**src/rtl/wrrn_arbit_if.sv**
```systemverilog
// rtl/wrrn_arbit_if.sv - request/weight/grant bundle for the N-way WRR arbiter
//
// Signals:
//   req      per-channel request level
//   wt       packed weights, channel i at wt[i*WT_W +: WT_W]
//   sp_mode  1 = strict priority (lowest index wins), 0 = weighted round-robin
//   gnt_rdy  downstream accepts the current grant
//   gnt_vld  registered grant valid
//   gnt      registered one-hot grant, zero when gnt_vld=0
//   gnt_idx  binary index of gnt, zero when gnt_vld=0
// Modports: master = requester/downstream side, slave = arbiter.
interface wrrn_arbit_if #(
    parameter int N    = 4,
    parameter int WT_W = 5
);
    localparam int IDX_W = $clog2(N);

    logic [N-1:0]      req;
    logic [N*WT_W-1:0] wt;
    logic              sp_mode;
    logic              gnt_rdy;
    logic              gnt_vld;
    logic [N-1:0]      gnt;
    logic [IDX_W-1:0]  gnt_idx;

    modport master (
        output req, wt, sp_mode, gnt_rdy,
        input  gnt_vld, gnt, gnt_idx
    );

    modport slave (
        input  req, wt, sp_mode, gnt_rdy,
        output gnt_vld, gnt, gnt_idx
    );
endinterface

```
**src/rtl/wrrn_arbit.sv**
```systemverilog
// rtl/wrrn_arbit.sv - N-way weighted round-robin arbiter with registered grant
//
// Ports:
//   clk    clock
//   rst_n  asynchronous active-low reset
//   arb    wrrn_arbit_if.slave: req/wt/sp_mode/gnt_rdy in, gnt_vld/gnt/gnt_idx out
// The holder (last granted channel) keeps the grant for wt consecutive units
// while it stays eligible; otherwise the search rotates starting after it.
module wrrn_arbit #(
    parameter int N    = 4,
    parameter int WT_W = 5,
    localparam int IDX_W = $clog2(N)
) (
    input  logic        clk,
    input  logic        rst_n,
    wrrn_arbit_if.slave arb
);
    logic              r_gnt_vld;
    logic [N-1:0]      r_gnt;
    logic [IDX_W-1:0]  r_gnt_idx;
    logic [IDX_W-1:0]  r_hold;
    logic              r_hold_vld;
    logic [WT_W-1:0]   r_wt_left;

    logic [N-1:0]      w_elig;
    logic              w_slot_free;
    logic              w_cont;
    logic [IDX_W-1:0]  w_start;
    logic              w_rot_found;
    logic [IDX_W-1:0]  w_rot_idx;
    logic [WT_W-1:0]   w_rot_wt;
    logic              w_sp_found;
    logic [IDX_W-1:0]  w_sp_idx;

    logic              w_nxt_vld;
    logic [IDX_W-1:0]  w_nxt_idx;
    logic [N-1:0]      w_nxt_gnt;
    logic [IDX_W-1:0]  w_nxt_hold;
    logic              w_nxt_hold_vld;
    logic [WT_W-1:0]   w_nxt_wt_left;

    assign w_slot_free = !r_gnt_vld || arb.gnt_rdy;

    // In strict-priority mode weights are ignored, so a zero weight does not mask.
    always_comb begin
        w_elig = '0;
        for (int i = 0; i < N; i++) begin
            w_elig[i] = arb.req[i] && (arb.sp_mode || (arb.wt[i*WT_W +: WT_W] != '0));
        end
    end

    assign w_cont = r_hold_vld && w_elig[r_hold] && (r_wt_left != '0);

    // Search starts one past the holder, so the holder itself is considered last.
    assign w_start = !r_hold_vld ? '0 :
                     (r_hold == IDX_W'(N-1)) ? '0 : r_hold + 1'b1;

    // Walk the ring backwards so the candidate closest to w_start is kept.
    always_comb begin
        int c;
        c           = 0;
        w_rot_found = 1'b0;
        w_rot_idx   = '0;
        for (int k = N-1; k >= 0; k--) begin
            c = int'(w_start) + k;
            if (c >= N) c = c - N;
            if (w_elig[c]) begin
                w_rot_found = 1'b1;
                w_rot_idx   = IDX_W'(c);
            end
        end
    end

    assign w_rot_wt = arb.wt[w_rot_idx*WT_W +: WT_W];

    always_comb begin
        w_sp_found = 1'b0;
        w_sp_idx   = '0;
        for (int i = N-1; i >= 0; i--) begin
            if (arb.req[i]) begin
                w_sp_found = 1'b1;
                w_sp_idx   = IDX_W'(i);
            end
        end
    end

    // Without a free slot every default holds the current state (stall).
    always_comb begin
        w_nxt_vld      = r_gnt_vld;
        w_nxt_idx      = r_gnt_idx;
        w_nxt_hold     = r_hold;
        w_nxt_hold_vld = r_hold_vld;
        w_nxt_wt_left  = r_wt_left;
        if (w_slot_free) begin
            if (arb.sp_mode) begin
                if (w_sp_found) begin
                    w_nxt_vld      = 1'b1;
                    w_nxt_idx      = w_sp_idx;
                    w_nxt_hold     = w_sp_idx;
                    w_nxt_hold_vld = 1'b1;
                    w_nxt_wt_left  = '0;
                end else begin
                    w_nxt_vld = 1'b0;
                    w_nxt_idx = '0;
                end
            end else if (w_cont) begin
                w_nxt_vld     = 1'b1;
                w_nxt_idx     = r_hold;
                w_nxt_wt_left = r_wt_left - 1'b1;
            end else if (w_rot_found) begin
                w_nxt_vld      = 1'b1;
                w_nxt_idx      = w_rot_idx;
                w_nxt_hold     = w_rot_idx;
                w_nxt_hold_vld = 1'b1;
                w_nxt_wt_left  = w_rot_wt - 1'b1;
            end else begin
                w_nxt_vld = 1'b0;
                w_nxt_idx = '0;
            end
        end
    end

    always_comb begin
        w_nxt_gnt = '0;
        for (int i = 0; i < N; i++) begin
            w_nxt_gnt[i] = w_nxt_vld && (w_nxt_idx == IDX_W'(i));
        end
    end

    always_ff @(posedge clk or negedge rst_n) begin
        if (!rst_n) begin
            r_gnt_vld  <= 1'b0;
            r_gnt      <= '0;
            r_gnt_idx  <= '0;
            r_hold     <= '0;
            r_hold_vld <= 1'b0;
            r_wt_left  <= '0;
        end else begin
            r_gnt_vld  <= w_nxt_vld;
            r_gnt      <= w_nxt_gnt;
            r_gnt_idx  <= w_nxt_idx;
            r_hold     <= w_nxt_hold;
            r_hold_vld <= w_nxt_hold_vld;
            r_wt_left  <= w_nxt_wt_left;
        end
    end

    assign arb.gnt_vld = r_gnt_vld;
    assign arb.gnt     = r_gnt;
    assign arb.gnt_idx = r_gnt_idx;
endmodule
```
**src/flat_wrapper.sv**
```systemverilog
// flat-port wrapper written by rule: the top's interface ports become plain ports
module wrrn_arbit_flat 
#(
    parameter int N    = 4,
    parameter int WT_W = 5,
    localparam int IDX_W = $clog2(N)
)
  (clk, rst_n, arb_req, arb_wt, arb_sp_mode, arb_gnt_rdy, arb_gnt_vld, arb_gnt, arb_gnt_idx);
  wrrn_arbit_if #(.N(N), .WT_W(WT_W)) arb_i ();
  input  logic clk;
  input  logic rst_n;
  input wire logic [$bits(arb_i.req)-1:0] arb_req;
  input wire logic [$bits(arb_i.wt)-1:0] arb_wt;
  input wire logic [$bits(arb_i.sp_mode)-1:0] arb_sp_mode;
  input wire logic [$bits(arb_i.gnt_rdy)-1:0] arb_gnt_rdy;
  output wire logic [$bits(arb_i.gnt_vld)-1:0] arb_gnt_vld;
  output wire logic [$bits(arb_i.gnt)-1:0] arb_gnt;
  output wire logic [$bits(arb_i.gnt_idx)-1:0] arb_gnt_idx;
  assign arb_i.req = arb_req;
  assign arb_i.wt = arb_wt;
  assign arb_i.sp_mode = arb_sp_mode;
  assign arb_i.gnt_rdy = arb_gnt_rdy;
  assign arb_gnt_vld = arb_i.gnt_vld;
  assign arb_gnt = arb_i.gnt;
  assign arb_gnt_idx = arb_i.gnt_idx;
  wrrn_arbit #(.N(N), .WT_W(WT_W)) u_core (.clk(clk), .rst_n(rst_n), .arb(arb_i));
endmodule
```
**config.mk**
```make
export PLATFORM = sky130hd
export DESIGN_NAME = wrrn_arbit_flat
export DESIGN_NICKNAME = d
export VERILOG_FILES = /design/src/rtl/wrrn_arbit_if.sv /design/src/rtl/wrrn_arbit.sv /design/src/flat_wrapper.sv
export SDC_FILE = /design/constraint.sdc
export NUM_CORES = 1
export LEC_CHECK = 0
export ABC_AREA = 1
export BUFFER_PORTS_ARGS = -buffer_cell sky130_fd_sc_hd__buf_2
export CAP_MARGIN = 20
export CORE_ASPECT_RATIO = 0.75
export CORE_MARGIN = 3
export CORE_UTILIZATION = 40
export DETAILED_ROUTE_END_ITERATION = 16
export HOLD_SLACK_MARGIN = 0.05
export PLACE_DENSITY = 0.65
export SYNTH_ARGS = -nofsm -noshare
export SYNTH_HDL_FRONTEND = slang
export SYNTH_SLANG_ARGS = --single-unit
```
**constraint.sdc**
```tcl
create_clock -name clk -period 2.7 [get_ports clk]
set_clock_uncertainty 0.15 [all_clocks]
set_input_delay 0.54 -clock clk [delete_from_list [all_inputs] [get_ports clk]]
set_output_delay 0.54 -clock clk [all_outputs]
set_load 0.005 [all_outputs]
```
==> flow_metrics.env <==
export IMPL_numPortBuffers=34
export IMPL_grt_max_degree=16
export IMPL_r2r_start="u_core.r_hold[0]"
export IMPL_path_max_fanout=8
export IMPL_antenna_found_initial=0
export IMPL_maxSlewViolCount=0
export IMPL_final_hold_violation_count=0
export IMPL_setup_ws_ns=-0.0136
export IMPL_synthTopCellsByCount="nand2_1, nand3_1, inv_1, nor2_1"
export IMPL_setup_viol=1
export IMPL_m1WireLength_um=1950
export IMPL_dieWidth_um=75.1
export IMPL_cp_data_arrival_time_ns=2.71
export IMPL_core_area_um2=3360
export IMPL_via_count=1664
export IMPL_drc=0
export IMPL_ys_async_sr_fraction=1.00
export IMPL_synth_seq_area_share=0.262
export IMPL_clkSlewWorstSetupHoldPaths_ns=0.06
export IMPL_ys_types=30
export IMPL_crit_required_ns=2.69
export IMPL_synth_ff_type="dfrtp_1"
export IMPL_wl_per_cell_um=13.0
export IMPL_fin_cells=324
export IMPL_rows=18
export IMPL_overflow=0
export IMPL_routed_wl_met3_um=223
export IMPL_placed_cell_area_um2=1780
export IMPL_max_cap_viol_count=0
export IMPL_nets=315
export IMPL_cts_tree="done"
export IMPL_start_util=0.427
export IMPL_synth_edf_count=0
export IMPL_rsz0062_at_grt="yes"
export IMPL_die_h_um=57.9
export IMPL_synth_top_area_frac=0.262
export IMPL_path_class="reg -> reg"
export IMPL_outcome="finished, violations left"
export IMPL_finalWirelength_um=4200
export IMPL_start_kind="flip-flop"
export IMPL_hpwl_um=3130
export IMPL_place_congestion=0.867
export IMPL_netlist_instances=221
export IMPL_root_buffer="clkbuf_8"
export IMPL_violations="setup timing"
export IMPL_dp_cells=310
export IMPL_drive_above_1_share=0.447
export IMPL_postSynthNetCount=251
export IMPL_ff2ff_setup_slack_ns=-0.01
export IMPL_grt_use_total=0.184
export IMPL_setup_worst_path_end="u_core.r_wt_left[4]"
export IMPL_drt_iter0_drc=98
export IMPL_yosys_area_top_type="dfrtp_1"
export IMPL_crit_start="u_core.r_hold[0]"
export IMPL_worst_pin_slew_ns=0.352
export IMPL_r2r_end="u_core.r_wt_left[4]"
export IMPL_synthesis_area_um2=1430
export IMPL_synth_area_top_cells="dfrtp_1, nand3_1, nand2_1"
export IMPL_fin_area_um2=2090
export IMPL_critPathCaptureType="flip-flop"
export IMPL_route_met2_wl_um=1970
export IMPL_clock_sinks=15
export IMPL_hold_path_class="reg -> reg"
export IMPL_numCtsBuffers=3
export IMPL_synth_area_per_cell_um2=6.49
export IMPL_period_share=1.01
export IMPL_dieArea_um2=4350
export IMPL_final_antenna_net_count=0
export IMPL_fmax_mhz=369
export IMPL_antenna_diode_count=0
export IMPL_drtPass1Iterations=5
export IMPL_maxUsedRoutingLayer="met4"
export IMPL_synth_most_common_cell="nand2_1"
export IMPL_insertion_delay_ns=0.25
export IMPL_io_pins=35
export IMPL_yosysWarningCount=0
export IMPL_period_minus_slack_ns=2.71
export IMPL_cts_max_level=1
export IMPL_synth_seq_cells=15
export IMPL_grt_pass1_wl_um=6220
export IMPL_via_per_inst=5.14
export IMPL_max_slew_margin=0.765
export IMPL_areaGrowthSynthToFinish_pct=46.1
export IMPL_cts_buffer_depth=2
export IMPL_r2r_cells=22
export IMPL_grt_pass1_vias=1464
-- metrics by stage --
step	setup TNS, ns	worst slack (ns)	hold WS [ns]	util
after global routing	-0.391	-0.187	0.382	0.624
after CTS	0	0.00410	0.370	0.551
after detailed placement	-0.0508	-0.0508	0.309	0.529
after floorplan	0	0.0170	0.0944	-
after global placement	-0.0417	-0.0311	0.300	0.529
final	-0.0136	-0.0136	0.370	0.624
-- flip-flops by register name (all words and copies together) (netlist names) --
signal / flops
u_core.arb.gnt: 4
u_core.arb.gnt_idx: 2
u_core.arb.gnt_vld: 1
u_core.r_hold: 2
u_core.r_hold_vld: 1
u_core.r_wt_left: 5
-- cell type report --
type,count,area (um2)
Multi-Input combinational cell,164,1080
Sequential cell,15,377
Timing Repair Buffer,61,387
Fill cell,296,1260
Inverter,40,155
Clock inverter,1,7.51
Clock buffer,3,41.3
Tap cell,40,50.0
-- routing by layer --
| metal | vias up | track usage |
|---|---|---|
| met5 | - | 0 |
| met4 | 0 | 0.0499 |
| met3 | 6 | 0.0347 |
| met2 | 44 | 0.293 |
| met1 | 775 | 0.258 |
| li1 | 839 | - |
-- worst min-delay path by stage --
stage	start	to	slack, ns	cells after the start
floorplan	rst_n	u_core.arb.gnt[0]	0.09	0
detailed placement	rst_n	u_core.r_wt_left[0]	0.31	1
global route	u_core.r_wt_left[4]	u_core.r_wt_left[4]	0.38	2
global placement	rst_n	u_core.r_wt_left[2]	0.30	1
finish	u_core.r_wt_left[4]	u_core.r_wt_left[4]	0.37	2
CTS	u_core.r_wt_left[3]	u_core.r_wt_left[3]	0.37	2
-- cells in the final DEF, fill, tap and decap left out, drive strengths merged, types with 3 or more instances in the layout --
master	n
nand2	62
buf	60
nand3	42
inv	40
nor2	28
dfrtp	15
o21ai	12
nand3b	3
nand4	3
clkbuf	3
a21oi	3
-- logic make-up (layout without fill, tap and decap cells) --
logic type               after synthesis  in the layout  synth area share
AO/OA/AOI/OAI                         22             22            0.0977
adder cells (fa/ha/maj)                2              2            0.0174
buffers and inverters                 42            105             0.127
flip-flops                            15             15             0.262
AND/OR/NAND/NOR                      140            140             0.496
-- worst max-delay path, stage by stage (launching register included) --
cell,delay (ns)
dfrtp_2,0.43
ha_4,0.17
nor2_4,0.10
nand2_4,0.12
inv_6,0.12
nand3_4,0.09
nand2_4,0.09
nand2_4,0.05
nand2_2,0.07
inv_2,0.04
nand2_4,0.07
nand3_4,0.13
nand2_8,0.13
nand2_1,0.07
nand3_2,0.06
nand3_2,0.08
nand2_2,0.11
ha_4,0.15
inv_2,0.03
a21oi_2,0.11
nand3_1,0.09
nand3_1,0.09
nand2_1,0.05
-- what timing repair did --
| action | in CTS | in global routing |
|---|---|---|
| resized for setup | 0 | 40 |
| buffers inserted | 2 | 7 |
| hold endpoints to repair | 15 | 0 |
| hold buffers | 1 | 0 |
| pin swaps | 0 | 25 |
| setup endpoints to repair | 1 | 4 |
Power is not shown: default switching activity piles up to over one toggle a cycle in this logic, so the estimate is an artifact.
